## src/rtl/riscv_pkg.sv

```systemverilog
// rtl/riscv_pkg.sv - load/store size codes, LSU state type and access-legality helpers
package riscv_pkg;

   localparam logic [2:0] LDST_B  = 3'd0;
   localparam logic [2:0] LDST_H  = 3'd1;
   localparam logic [2:0] LDST_W  = 3'd2;
   localparam logic [2:0] LDST_BU = 3'd4;
   localparam logic [2:0] LDST_HU = 3'd5;

   typedef enum logic [1:0] {
      IDLE,
      RD,
      RD_WAIT,
      WR
   } lsu_state_t;

   // Stores carry no extension, so size[2] is ignored there and only code 3 is illegal.
   function automatic logic size_illegal(input logic we, input logic [2:0] size);
      logic bad;
      if (we) begin
         bad = (size[1:0] == 2'd3);
      end else begin
         bad = !(size inside {LDST_B, LDST_H, LDST_W, LDST_BU, LDST_HU});
      end
      return bad;
   endfunction

   function automatic logic misaligned(input logic [2:0] size, input logic [1:0] addr_lo);
      logic mis;
      case (size[1:0])
         2'd1:    mis = addr_lo[0];
         2'd2:    mis = (addr_lo != 2'd0);
         default: mis = 1'b0;
      endcase
      return mis;
   endfunction

endpackage

```

## src/rtl/data_mem_lsu_if.sv

```systemverilog
// rtl/data_mem_lsu_if.sv - core-side and memory-side signal bundle of the load/store unit
interface data_mem_lsu_if;

   logic        core_req;
   logic        core_we;
   logic [2:0]  core_size;
   logic [31:0] core_addr;
   logic [31:0] core_wd;
   logic [31:0] core_rd;
   logic        core_done;
   logic        core_misalign;
   logic        core_access_fault;
   logic        core_stall;

   logic        mem_req;
   logic        mem_we;
   logic [31:0] mem_addr;
   logic [31:0] mem_wd;
   logic [31:0] mem_rd;

   // master: the core pipeline together with the data memory
   modport master (
      output core_req, core_we, core_size, core_addr, core_wd, mem_rd,
      input  core_rd, core_done, core_misalign, core_access_fault, core_stall,
      input  mem_req, mem_we, mem_addr, mem_wd
   );

   modport slave (
      input  core_req, core_we, core_size, core_addr, core_wd, mem_rd,
      output core_rd, core_done, core_misalign, core_access_fault, core_stall,
      output mem_req, mem_we, mem_addr, mem_wd
   );

endinterface

```

## src/rtl/lsu_data_align.sv

```systemverilog
// rtl/lsu_data_align.sv - sub-word load extraction/extension and store lane merge
module lsu_data_align
   import riscv_pkg::*;
(
   input  logic [2:0]  size,
   input  logic [1:0]  addr_lo,
   input  logic [31:0] rdata,
   input  logic [31:0] wdata,
   output logic [31:0] load_data,
   output logic [31:0] store_word
);

   logic [7:0]  byte_sel;
   logic [15:0] half_sel;

   always_comb begin
      case (addr_lo)
         2'd0:    byte_sel = rdata[7:0];
         2'd1:    byte_sel = rdata[15:8];
         2'd2:    byte_sel = rdata[23:16];
         default: byte_sel = rdata[31:24];
      endcase
      half_sel = addr_lo[1] ? rdata[31:16] : rdata[15:0];
   end

   always_comb begin
      case (size)
         LDST_B:  load_data = {{24{byte_sel[7]}}, byte_sel};
         LDST_H:  load_data = {{16{half_sel[15]}}, half_sel};
         LDST_BU: load_data = {24'd0, byte_sel};
         LDST_HU: load_data = {16'd0, half_sel};
         default: load_data = rdata;
      endcase
   end

   // Lanes not addressed keep the word just read back from memory.
   always_comb begin
      store_word = rdata;
      case (size[1:0])
         2'd0: begin
            case (addr_lo)
               2'd0:    store_word[7:0]   = wdata[7:0];
               2'd1:    store_word[15:8]  = wdata[7:0];
               2'd2:    store_word[23:16] = wdata[7:0];
               default: store_word[31:24] = wdata[7:0];
            endcase
         end
         2'd1: begin
            if (addr_lo[1]) store_word[31:16] = wdata[15:0];
            else            store_word[15:0]  = wdata[15:0];
         end
         default: store_word = wdata;
      endcase
   end

endmodule

```

## src/rtl/data_mem_lsu.sv

```systemverilog
// rtl/data_mem_lsu.sv - load/store sequencer between core and word-wide data memory
module data_mem_lsu
   import riscv_pkg::*;
#(
   parameter int unsigned MEM_BYTES = 16384
) (
   input  logic          clk_i,
   input  logic          rst_ni,
   data_mem_lsu_if.slave bus
);

   lsu_state_t  state, state_n;

   logic        lat_we;
   logic [2:0]  lat_size;
   logic [31:0] lat_addr;
   logic [31:0] lat_wd;
   logic [31:0] wr_word;
   logic [31:0] rd_q;
   logic        done_q;
   logic        misalign_q;
   logic        fault_q;

   logic        accept;
   logic        bad_size;
   logic        mis_raw;
   logic        out_range;
   logic        flag_mis;
   logic        flag_fault;
   logic        bad;
   logic        word_store;

   logic [31:0] load_data;
   logic [31:0] store_word;

   // A completion pulse blocks acceptance so a held request is not taken twice.
   assign accept     = (state == IDLE) && bus.core_req && !done_q;
   assign bad_size   = size_illegal(bus.core_we, bus.core_size);
   assign mis_raw    = misaligned(bus.core_size, bus.core_addr[1:0]);
   assign out_range  = (bus.core_addr >= MEM_BYTES);
   assign flag_fault = bad_size || (!mis_raw && out_range);
   assign flag_mis   = !bad_size && mis_raw;
   assign bad        = bad_size || mis_raw || out_range;
   assign word_store = bus.core_we && (bus.core_size[1:0] == 2'd2);

   lsu_data_align u_align (
      .size       (lat_size),
      .addr_lo    (lat_addr[1:0]),
      .rdata      (bus.mem_rd),
      .wdata      (lat_wd),
      .load_data  (load_data),
      .store_word (store_word)
   );

   always_ff @(posedge clk_i or negedge rst_ni) begin
      if (!rst_ni) state <= IDLE;
      else         state <= state_n;
   end

   always_comb begin
      state_n = state;
      case (state)
         IDLE: begin
            if (accept && !bad) state_n = word_store ? WR : RD;
         end
         RD:      state_n = RD_WAIT;
         RD_WAIT: state_n = lat_we ? WR : IDLE;
         WR:      state_n = IDLE;
         default: state_n = IDLE;
      endcase
   end

   always_comb begin
      bus.mem_req  = (state == RD) || (state == WR);
      bus.mem_we   = (state == WR);
      bus.mem_addr = {lat_addr[31:2], 2'b00};
      bus.mem_wd   = wr_word;
   end

   always_ff @(posedge clk_i or negedge rst_ni) begin
      if (!rst_ni) begin
         lat_we     <= 1'b0;
         lat_size   <= 3'd0;
         lat_addr   <= 32'd0;
         lat_wd     <= 32'd0;
         wr_word    <= 32'd0;
         rd_q       <= 32'd0;
         done_q     <= 1'b0;
         misalign_q <= 1'b0;
         fault_q    <= 1'b0;
      end else begin
         done_q     <= 1'b0;
         misalign_q <= 1'b0;
         fault_q    <= 1'b0;
         case (state)
            IDLE: begin
               if (accept) begin
                  lat_we   <= bus.core_we;
                  lat_size <= bus.core_size;
                  lat_addr <= bus.core_addr;
                  lat_wd   <= bus.core_wd;
                  if (bad) begin
                     done_q     <= 1'b1;
                     misalign_q <= flag_mis;
                     fault_q    <= flag_fault;
                  end else if (word_store) begin
                     wr_word <= bus.core_wd;
                  end
               end
            end
            RD_WAIT: begin
               if (lat_we) begin
                  wr_word <= store_word;
               end else begin
                  rd_q   <= load_data;
                  done_q <= 1'b1;
               end
            end
            WR:      done_q <= 1'b1;
            default: ;
         endcase
      end
   end

   assign bus.core_rd           = rd_q;
   assign bus.core_done         = done_q;
   assign bus.core_misalign     = misalign_q;
   assign bus.core_access_fault = fault_q;
   assign bus.core_stall        = bus.core_req && !done_q;

endmodule

```

## src/flat_wrapper.sv

```systemverilog
// flat-port wrapper written by rule: the top's interface ports become plain ports
module data_mem_lsu_flat import riscv_pkg::*;
#(
   parameter int unsigned MEM_BYTES = 16384
)
  (clk_i, rst_ni, bus_core_req, bus_core_we, bus_core_size, bus_core_addr, bus_core_wd, bus_mem_rd, bus_core_rd, bus_core_done, bus_core_misalign, bus_core_access_fault, bus_core_stall, bus_mem_req, bus_mem_we, bus_mem_addr, bus_mem_wd);
  data_mem_lsu_if bus_i ();
  input  logic clk_i;
  input  logic rst_ni;
  input wire logic [$bits(bus_i.core_req)-1:0] bus_core_req;
  input wire logic [$bits(bus_i.core_we)-1:0] bus_core_we;
  input wire logic [$bits(bus_i.core_size)-1:0] bus_core_size;
  input wire logic [$bits(bus_i.core_addr)-1:0] bus_core_addr;
  input wire logic [$bits(bus_i.core_wd)-1:0] bus_core_wd;
  input wire logic [$bits(bus_i.mem_rd)-1:0] bus_mem_rd;
  output wire logic [$bits(bus_i.core_rd)-1:0] bus_core_rd;
  output wire logic [$bits(bus_i.core_done)-1:0] bus_core_done;
  output wire logic [$bits(bus_i.core_misalign)-1:0] bus_core_misalign;
  output wire logic [$bits(bus_i.core_access_fault)-1:0] bus_core_access_fault;
  output wire logic [$bits(bus_i.core_stall)-1:0] bus_core_stall;
  output wire logic [$bits(bus_i.mem_req)-1:0] bus_mem_req;
  output wire logic [$bits(bus_i.mem_we)-1:0] bus_mem_we;
  output wire logic [$bits(bus_i.mem_addr)-1:0] bus_mem_addr;
  output wire logic [$bits(bus_i.mem_wd)-1:0] bus_mem_wd;
  assign bus_i.core_req = bus_core_req;
  assign bus_i.core_we = bus_core_we;
  assign bus_i.core_size = bus_core_size;
  assign bus_i.core_addr = bus_core_addr;
  assign bus_i.core_wd = bus_core_wd;
  assign bus_i.mem_rd = bus_mem_rd;
  assign bus_core_rd = bus_i.core_rd;
  assign bus_core_done = bus_i.core_done;
  assign bus_core_misalign = bus_i.core_misalign;
  assign bus_core_access_fault = bus_i.core_access_fault;
  assign bus_core_stall = bus_i.core_stall;
  assign bus_mem_req = bus_i.mem_req;
  assign bus_mem_we = bus_i.mem_we;
  assign bus_mem_addr = bus_i.mem_addr;
  assign bus_mem_wd = bus_i.mem_wd;
  data_mem_lsu #(.MEM_BYTES(MEM_BYTES)) u_core (.clk_i(clk_i), .rst_ni(rst_ni), .bus(bus_i));
endmodule
```

## config.mk

```make
export PLATFORM = sky130hd
export DESIGN_NAME = data_mem_lsu_flat
export DESIGN_NICKNAME = d
export VERILOG_FILES = /design/src/rtl/riscv_pkg.sv /design/src/rtl/data_mem_lsu_if.sv /design/src/rtl/lsu_data_align.sv /design/src/rtl/data_mem_lsu.sv /design/src/flat_wrapper.sv
export SDC_FILE = /design/constraint.sdc
export NUM_CORES = 1
export LEC_CHECK = 0
export ABC_AREA = 1
export ABC_CLOCK_PERIOD_IN_PS = 2230
export BUFFER_PORTS_ARGS = -buffer_cell sky130_fd_sc_hd__buf_2
export CAP_MARGIN = 20
export CORE_UTILIZATION = 57
export DETAILED_ROUTE_END_ITERATION = 6
export PLACE_DENSITY = 0.9
export SETUP_SLACK_MARGIN = 0.2
export SYNTH_ARGS = -nofsm -noshare
export SYNTH_HDL_FRONTEND = slang
export SYNTH_HIERARCHICAL = 1
export SYNTH_SLANG_ARGS = --single-unit
export TNS_END_PERCENT = 30
```

## constraint.sdc

```tcl
create_clock -name clk_i -period 2.23 [get_ports clk_i]
set_clock_uncertainty 0.05 [all_clocks]
set_input_delay 0.223 -clock clk_i [delete_from_list [all_inputs] [get_ports clk_i]]
set_output_delay 0.223 -clock clk_i [all_outputs]
set_load 0.01 [all_outputs]
```

# [Word-level counts from Yosys, hierarchy flattened]
# Cells that the tools add are included.
[op_classes] magnitude_cmp=1 eq_ne=21 muxes=31 n_bitwise=1 n_reduce_logical=28
[op_table] op="2-to-1 mux 32 bit" count=4
[op_table] op="one-hot mux 32 bit (2 select lines)" count=2
[op_table] op="one-hot mux 32 bit (4 select lines)" count=1
[op_table] op="2-to-1 mux 16 bit" count=3
[op_table] op="greater-or-equal comparator 32 x 15 -> 1 bit, second input constant" count=1
[op_table] op="2-to-1 mux 8 bit" count=4
[op_table] op="one-hot mux 8 bit (3 select lines)" count=1
[op_table] op="== test 3 bit, second input constant" count=4
[op_table] op="== test 2 bit, second input constant" count=5
[op_table] op="2-to-1 mux 1 bit" count=10
[op_table] op="== test 2 x 1 -> 1 bit, second input constant" count=4
[op_table] op="one-hot mux 2 bit (4 select lines)" count=1
[op_table] op="logical AND 1 bit" count=7
[op_table] op="== test 3 x 1 -> 1 bit, second input constant" count=2
[op_table] op="zero test 2 bit" count=3
[op_table] op="zero test 3 bit" count=2
[op_table] op="2-to-1 mux 2 bit" count=3
[op_table] op="!= test 2 x 1 -> 1 bit, second input constant" count=3
[op_table] op="zero test 1 bit" count=5
[op_table] op="AND reduction 5 bit" count=1
[op_table] op="nonzero test 5 bit" count=1
[op_table] op="logical OR 1 bit" count=4
[op_table] op="!= test 2 bit, second input constant" count=2
[op_table] op="AND reduction 2 bit" count=2
[op_table] op="6 further kinds" count=7
[word_totals] reg_bits=137 in_bits=103 output_inout_bits=102 word_cells=92

# [Logic depth before layout (Yosys ltp)]
# Gate-level depths: netlist of the first run.
[depth] depth_word=10 mapped_depth=12 depth_no_buf=11

# [By module]
# The synthesis of the first run kept the hierarchy.
[by_module_without_submodules] module="data_mem_lsu" instances=1 cells_per_inst=562 area_each_um2=6048.3 seq_area_each_um2=3428.3
[by_module_without_submodules] module="lsu_data_align" instances=1 cells_per_inst=331 area_each_um2=1562.7 seq_area_each_um2=0.0

# [Worst setup path after synthesis of the first run]
# Ideal clock, no wire load.
[synth_path] kind="reg-to-reg" start="register u_core.lat_addr[1]" end="register u_core.rd_q[24] (netlist: u_core/bus.core_rd[24])" setup_ns=0.125 t_arrival_ns=1.359 required_time_ns=2.055 slack_ns=0.697 stages_incl_launch_ff=8 path_buffers=2 synth_period_minus_slack_ns=1.533 cell_sequence="dfrtp_1 -> buf_6 -> o21ai_0 -> nand3_1 -> nand3_2 -> buf_6 -> nand3_1 -> mux2_2"
[synth_between] elab_chain_cells=3 word_cells_on_any_way=6 cone_classes="eq/ne (2); mux (3); reduce/logical (1)"
[synth_lines] item="from (decl)" line="data_mem_lsu.sv:16" source="logic [31:0] lat_addr;"
[synth_lines] item="from (signal assigned)" line="data_mem_lsu.sv:100" source="lat_addr <= bus.core_addr;"
[synth_lines] item="== test 2 bit, or another cell as far along" line="lsu_data_align.sv:17" source="case (addr_lo)"
[synth_lines] item="one-hot mux 8 bit (3 select lines)" line="lsu_data_align.sv:17"
[synth_lines] item="one-hot mux 32 bit (4 select lines) *" line="lsu_data_align.sv:27" source="case (size)"
[synth_lines] item="via u_core.load_data[24]" line="data_mem_lsu.sv:33" source="logic [31:0] load_data;"
[synth_lines] item="to (signal assigned)" line="data_mem_lsu.sv:115" source="rd_q <= load_data;"
[synth_lines] item="to (decl)" line="data_mem_lsu.sv:19" source="logic [31:0] rd_q;"
# The timed path passes the listed nets; every way through them passes the cells marked *.
# A chain may end at the register's enable or synchronous reset.

# [Final worst setup path of the first run]
[layout_path] start="input bus_core_addr[28]" end="register u_core.wr_word[14] (netlist: u_core/bus.mem_wd[14])"
[layout_between] elab_chain_cells=4
[layout_lines] item="from (decl)" line="flat_wrapper.sv:13" source="input wire logic [$bits(bus_i.core_addr)-1:0] bus_core_addr;"
[layout_lines] item="greater-or-equal comparator 32 x 15 -> 1 bit" line="data_mem_lsu.sv:40" source="assign out_range = (bus.core_addr >= MEM_BYTES);"
[layout_lines] item="logical OR 1 bit" line="data_mem_lsu.sv:43" source="assign bad = bad_size || mis_raw || out_range;"
[layout_lines] item="!= test 2 bit (no source line)"
[layout_lines] item="AND reduction 5 bit (no source line)"
[layout_lines] item="to (signal assigned)" line="data_mem_lsu.sv:107" source="wr_word <= bus.core_wd;"
[layout_lines] item="to (signal assigned)" line="data_mem_lsu.sv:113" source="wr_word <= store_word;"
[layout_lines] item="to (decl)" line="data_mem_lsu.sv:18" source="logic [31:0] wr_word;"
# Every way passes these cells.

==> reports/qor.yml, run 1 <==
power_and_ir_drop:
  power.density_nw_per_um2: 1480
  power_leakage_nw: 4.983
  power_mw: 14.02
  ir_drop_v: 0.0007460
worst_setup_path:
  crit_fanout: 33
  cp.required_ps: 2480
  crit_path_start_kind: "input port"
  crit_type: "in2reg"
  path_cells: "dlygate4sd3_1 > buf_2 > nor2_1 > nand2_1 > nor2_1 > nand2_1 > nor2_1 > nand3_1 > nand2_2 > nand2_4 > nand2_1 > nand2_1"
  critPathSlowestCell: "dlygate4sd3_1"
  slowest_delay_ps: 550
  path_common_cell: "nand2_1"
  critical_path_arrival_ps: 2190
  endpoint_kind: "register"
floorplan:
  rows: 41
  die_x_um: 117.6
  io_pins: 205
  design.die.area_um2: 13820
  die_h_um: 117.6
  start_util_pct: 59.35
  core_region_area_um2: 12820
sta:
  setup_viol: 0
  fin_crit_ps: 1936
  fin_crit_sh_pct: 86.81
  tns_ps: 0
  rsz0062_at_grt: "true"
  hold_viol: 0
  relSlewSlack_pct: 47.08
  setup_ws_ps: 294.1
  slew_violations: 0
  worstMarginPinSlew_ps: 791.0
  maxClockFrequency_ghz: 0.5165
place:
  post-dp-hpwl_um: 15020
  place_area_um2: 8456
  port_buffers: 202
  place_congestion: 0.9994
  preCtsSetupSlack_ps: 297.6
global_routing:
  grt_overflow_total: 0
  grt_pass1_vias: 7119
  antenna_found_initial: 0
  grt_pass1_wl_um: 35300
  grt_use_total_pct: 32.96
  grt_max_degree: 58
final_layout:
  final_core_util_pct: 73.84
  layout_commonest_cell: "nand2_1"
  nets: 1203
  drive_gt1_share_pct: 32.82
  final_cell_mix: "nand2_1 (285), buf_2 (201), dfrtp_1 (137)"
  syn2layout_area_growth_pct: 24.43
  n_antenna_cell: 0
  num-fill-cells: 947
  fin_area_um2: 9470
synthesis:
  syn-instance-count: 893
  syn_area_um2: 7611
  synth-seq-cells: 137
  synth_seq_area_share_pct: 45.04
  yosysWarnings: 6
  syn_area_per_cell_um2: 8.523
  ys_types: 31
drt:
  via_count: 7100
  totalWireLength_um: 21890
  drc: 0
  detail_route.vias_per_cell: 5.543
  final_antenna_net_count: 0
  firstDrtPassIters: 6
  routedWlPerCell_um: 17.09
  drt_iter0_drc: 761
worst_hold_path:
  worstHoldPathType: "in2reg"
clock_tree:
  cts_sinks: 137
  cts_buffers: 17
  clk_latency_ps: 430
  clk_path_buf_depth: 2
  h-tree-depth: 4
  cts_setup_buffers: 0
  cts_root_buffer: "clkbuf_16"
  clkTransAtPathRegs_ps: 60
  cts_tree: "built"
job:
  max_cap_viol_count: 0
outcome:
  status: "completed"
[layer usage]
layer  part of all wire (%)  up-vias  wire length, µm  GRT usage (%)
met5                      0        -                0              0
met1                     37     3306             8166          38.05
met4                    4.4        0              974          18.27
li1                       -     3308                -              -
met2                     50      404            10840          55.81
met3                    8.7       82             1909          8.527
[worst paths after layout]
path                            slack, ps  cells past startpoint                     to                  start
worst max-delay path                  290                     12  u_core/bus.mem_wd[14]      bus_core_addr[28]
worst min-delay path                   10                      2      u_core/lat_wd[17]        bus_core_wd[17]
worst max register to register        350                      9   u_core/bus.mem_wd[1]     u_core/lat_size[0]
worst min register to register        420                      2  u_core/bus.mem_wd[26]  u_core/bus.mem_wd[26]
max in group asynchronous            1210                      3   u_core/bus.mem_wd[6]                 rst_ni
min in group asynchronous             270                      2  u_core/bus.mem_wd[27]                 rst_ni
[logic make-up (layout without fill, tap and decap cells)]
group	after synthesis	in the layout	share of synthesized area (%)
AOI/OAI and AO/OA	110	110	8.170
adders and majority gates	4	4	0.6576
buffers and inverters	123	338	9.633
DFF	137	137	45.04
muxes	90	90	13.32
other	1	2	0.04927
and+or+nand+nor	428	428	23.13
[cell usage after synthesis, drive strengths merged]
cell,count,area (µm²)
nand2,292,1124
dfrtp,137,3428
mux2,90,1013
nand3,74,375.4
buf,68,526.8
nor2,57,229.0
o21ai,51,270.3
inv,42,157.7
a21oi,41,216.5
clkbuf,12,45.04
o211ai,10,75.07
a22oi,8,60.06
ha,4,50.05
nand4,2,12.51
and3,1,6.260
clkinv,1,3.750
conb,1,3.750
nand3b,1,7.510
nor4,1,6.260
[power by group]
| part | switching (mW) | internal (mW) | total (mW) |
|---|---|---|---|
| Combinational | 3.88 | 2.81 | 6.68 |
| Sequential | 0.867 | 3.70 | 4.56 |
| Clock | 1.09 | 1.68 | 2.77 |
[through the flow]
stage,hold WS [ps],instances
after floorplan,-122.6,894
after global placement,166.5,1207
after detailed placement,163.4,1207
after CTS,1.512,1281
after global routing,6.860,1281
final,10.14,1281
[repair_timing]
| action | 4_1_cts | 5_1_grt |
|---|---|---|
| hold buffers | 42 | 0 |
| setup endpoints to repair | 0 | 35 |
| resized for setup | 0 | 1 |
| hold endpoints to repair | 94 | 0 |
[worst max-delay path: cells and delay by family]
family        cells  cell delay, ps
buf+inv           2             690
simple gates     10            1250
[flip-flops by register name, summed over array words and instances (netlist names)]
name / flops
u_core/bus.core_rd: 32
u_core/bus.mem_wd: 32
u_core/lat_addr: 32
u_core/lat_wd: 32
u_core/lat_size: 3
u_core/state: 2
u_core/bus.core_access_fault: 1
u_core/bus.core_done: 1
u_core/bus.core_misalign: 1
u_core/lat_we: 1
[final cells by class]
cell class,instances,area (µm²),area share (%)
multi-input combinational,634,3461,36.54
sequential,137,3428,36.20
timing repair buffer,263,1618,17.08
clock buffer,18,439.2,4.637
tap,172,215.2,2.272
inverter,43,161.4,1.704
clock inverter,14,147.6,1.559
No activity file was read; power rests on OpenSTA's default activity.
==> run 2, diff against run 1 <==
--- a/config.mk
+++ b/config.mk
@@ -9,7 +9,9 @@
 export ABC_CLOCK_PERIOD_IN_PS = 2230
 export BUFFER_PORTS_ARGS = -buffer_cell sky130_fd_sc_hd__buf_2
 export CAP_MARGIN = 20
-export CORE_UTILIZATION = 57
+export CELL_PAD_IN_SITES_DETAIL_PLACEMENT = 0
+export CELL_PAD_IN_SITES_GLOBAL_PLACEMENT = 1
+export CORE_UTILIZATION = 42
 export DETAILED_ROUTE_END_ITERATION = 6
 export PLACE_DENSITY = 0.9
 export SETUP_SLACK_MARGIN = 0.2
==> reports/qor.yml, run 2 (synthesized netlist as in run 1, its figures left out) <==
floorplan:
  die_x_um: 136.6
  design.die.area_um2: 18660
  core_region_area_um2: 17480
  start_util_pct: 43.55
  io_pins: 205
  die_h_um: 136.6
  rows: 48
clock_tree:
  cts_buffers: 17
  h-tree-depth: 4
  clk_path_buf_depth: 2
  cts_sinks: 137
  cts_tree: "built"
  clkTransAtPathRegs_ps: 60
  clk_latency_ps: 430
  cts_root_buffer: "clkbuf_16"
sta:
  maxClockFrequency_ghz: 0.5400
  fin_crit_ps: 1852
  rsz0062_at_grt: "false"
  relSlewSlack_pct: 57.52
  hold_viol: 0
  worstMarginPinSlew_ps: 637.3
  fin_crit_sh_pct: 83.05
  tns_ps: 0
  slew_violations: 0
  holdWs_ps: 10.25
  setup_viol: 0
final_layout:
  final_cells: 1341
  nets: 1209
  syn2layout_area_growth_pct: 26.24
  drive_gt1_share_pct: 32.74
  layout_commonest_cell: "nand2_1"
  final_cell_mix: "nand2_1 (285), buf_2 (201), dfrtp_1 (137)"
  final_core_util_pct: 54.98
worst_setup_path:
  cp_num_buf_inv: 2
  path_common_cell: "nand2_1"
  crit_fanout: 33
  critPathSlowestCell: "dlygate4sd3_1"
  endpoint_kind: "register"
  cp.required_ps: 2500
  critical_path_arrival_ps: 2120
  crit_type: "in2reg"
  crit_path_start_kind: "input port"
  critPathTopFamily: "simple AND/OR/NAND/NOR gates"
  path_cells: "dlygate4sd3_1 > buf_2 > nor2_1 > nand2_1 > nor2_1 > nand2_1 > nor2_1 > nand3_1 > nand2_2 > nand2_4 > nand2_1 > nand2_1"
  slowest_delay_ps: 550
drt:
  totalWireLength_um: 22210
  via_count: 6904
  firstDrtPassIters: 5
  routedWlPerCell_um: 16.57
  drc: 0
  final_antenna_net_count: 0
  drt_iter0_drc: 446
  detail_route.vias_per_cell: 5.148
global_routing:
  grt_pass1_wl_um: 34680
  grt_use_total_pct: 24.74
  grt_pass1_vias: 6644
  antenna_found_initial: 2
  grt_overflow_total: 0
  grt_max_degree: 69
job:
  max_cap_viol_count: 0
power_and_ir_drop:
  power_mw: 14.12
  power_leakage_nw: 5.010
  ir_drop_v: 0.0007859
  power.density_nw_per_um2: 1470
place:
  place_congestion: 0.9050
  port_buffers: 202
  post-dp-hpwl_um: 15960
  dp_cells: 1260
worst_hold_path:
  worstHoldPathType: "in2reg"
outcome:
  status: "completed"
==> run 2: path summary, 6_finish.rpt <==
kind                                         end  cells past startpoint                  start  slack, ps
max in group asynchronous   u_core/bus.mem_wd[7]                      3                 rst_ni       1230
setup reg to reg           u_core/bus.mem_wd[11]                      8     u_core/lat_addr[1]        430
hold reg to reg            u_core/bus.mem_wd[17]                      2  u_core/bus.mem_wd[17]        420
setup / recovery           u_core/bus.mem_wd[28]                     12      bus_core_addr[26]        380
hold / removal                 u_core/lat_wd[14]                      2        bus_core_wd[14]         10
min in group asynchronous     u_core/lat_addr[8]                      2                 rst_ni        210
==> run 2: what timing repair did <==
item,4_1_cts,5_1_grt
hold buffers,47,0
setup endpoints to repair,0,17
resized for setup,0,1
buffers inserted,0,1
endpoints found under the hold margin,80,0
==> run 2: metal layers <==
| layer | routed length [µm] | vias up | track usage, % |
|---|---|---|---|
| li1 | - | 3315 | - |
| met1 | 9206 | 3282 | 30.77 |
| met2 | 10960 | 268 | 41.85 |
| met3 | 1520 | 37 | 5.630 |
| met4 | 510 | 2 | 9.012 |
| met5 | 13 | - | 0 |
==> run 2: power by group <==
| group | switching [mW] | internal, mW |
|---|---|---|
| Combinational | 3.87 | 2.82 |
| Sequential | 0.805 | 3.70 |
| Clock | 1.15 | 1.79 |
| Total | 5.82 | 8.31 |
==> run 2: metrics by stage <==
| stage | area [µm²] | worst slack [ps] |
|---|---|---|
| CTS | 9590 | 303.9 |
| detailed placement | 8509 | 309.7 |
| global placement | 8509 | 361.7 |
| finish | 9608 | 378.0 |
| floorplan | 7615 | 696.7 |
| global route | 9605 | 217.3 |
==> run 2: final cells by class <==
type	instances	area [µm²]
repair buffers	269	1663
fillers	1636	7869
inverters	43	161.4
multi-input cells	634	3461
diodes	1	2.502
well taps	225	281.5
clock buffers	18	439.2
flip-flops and latches	137	3428
clock inverters	14	171.4
==> run 2: worst register-to-register path: cells and delay by family (launching register included) <==
family | cells | cell delay (ps)
simple gates | 6 | 590
compound gates | 1 | 510
flops | 1 | 410
buf+inv | 1 | 200
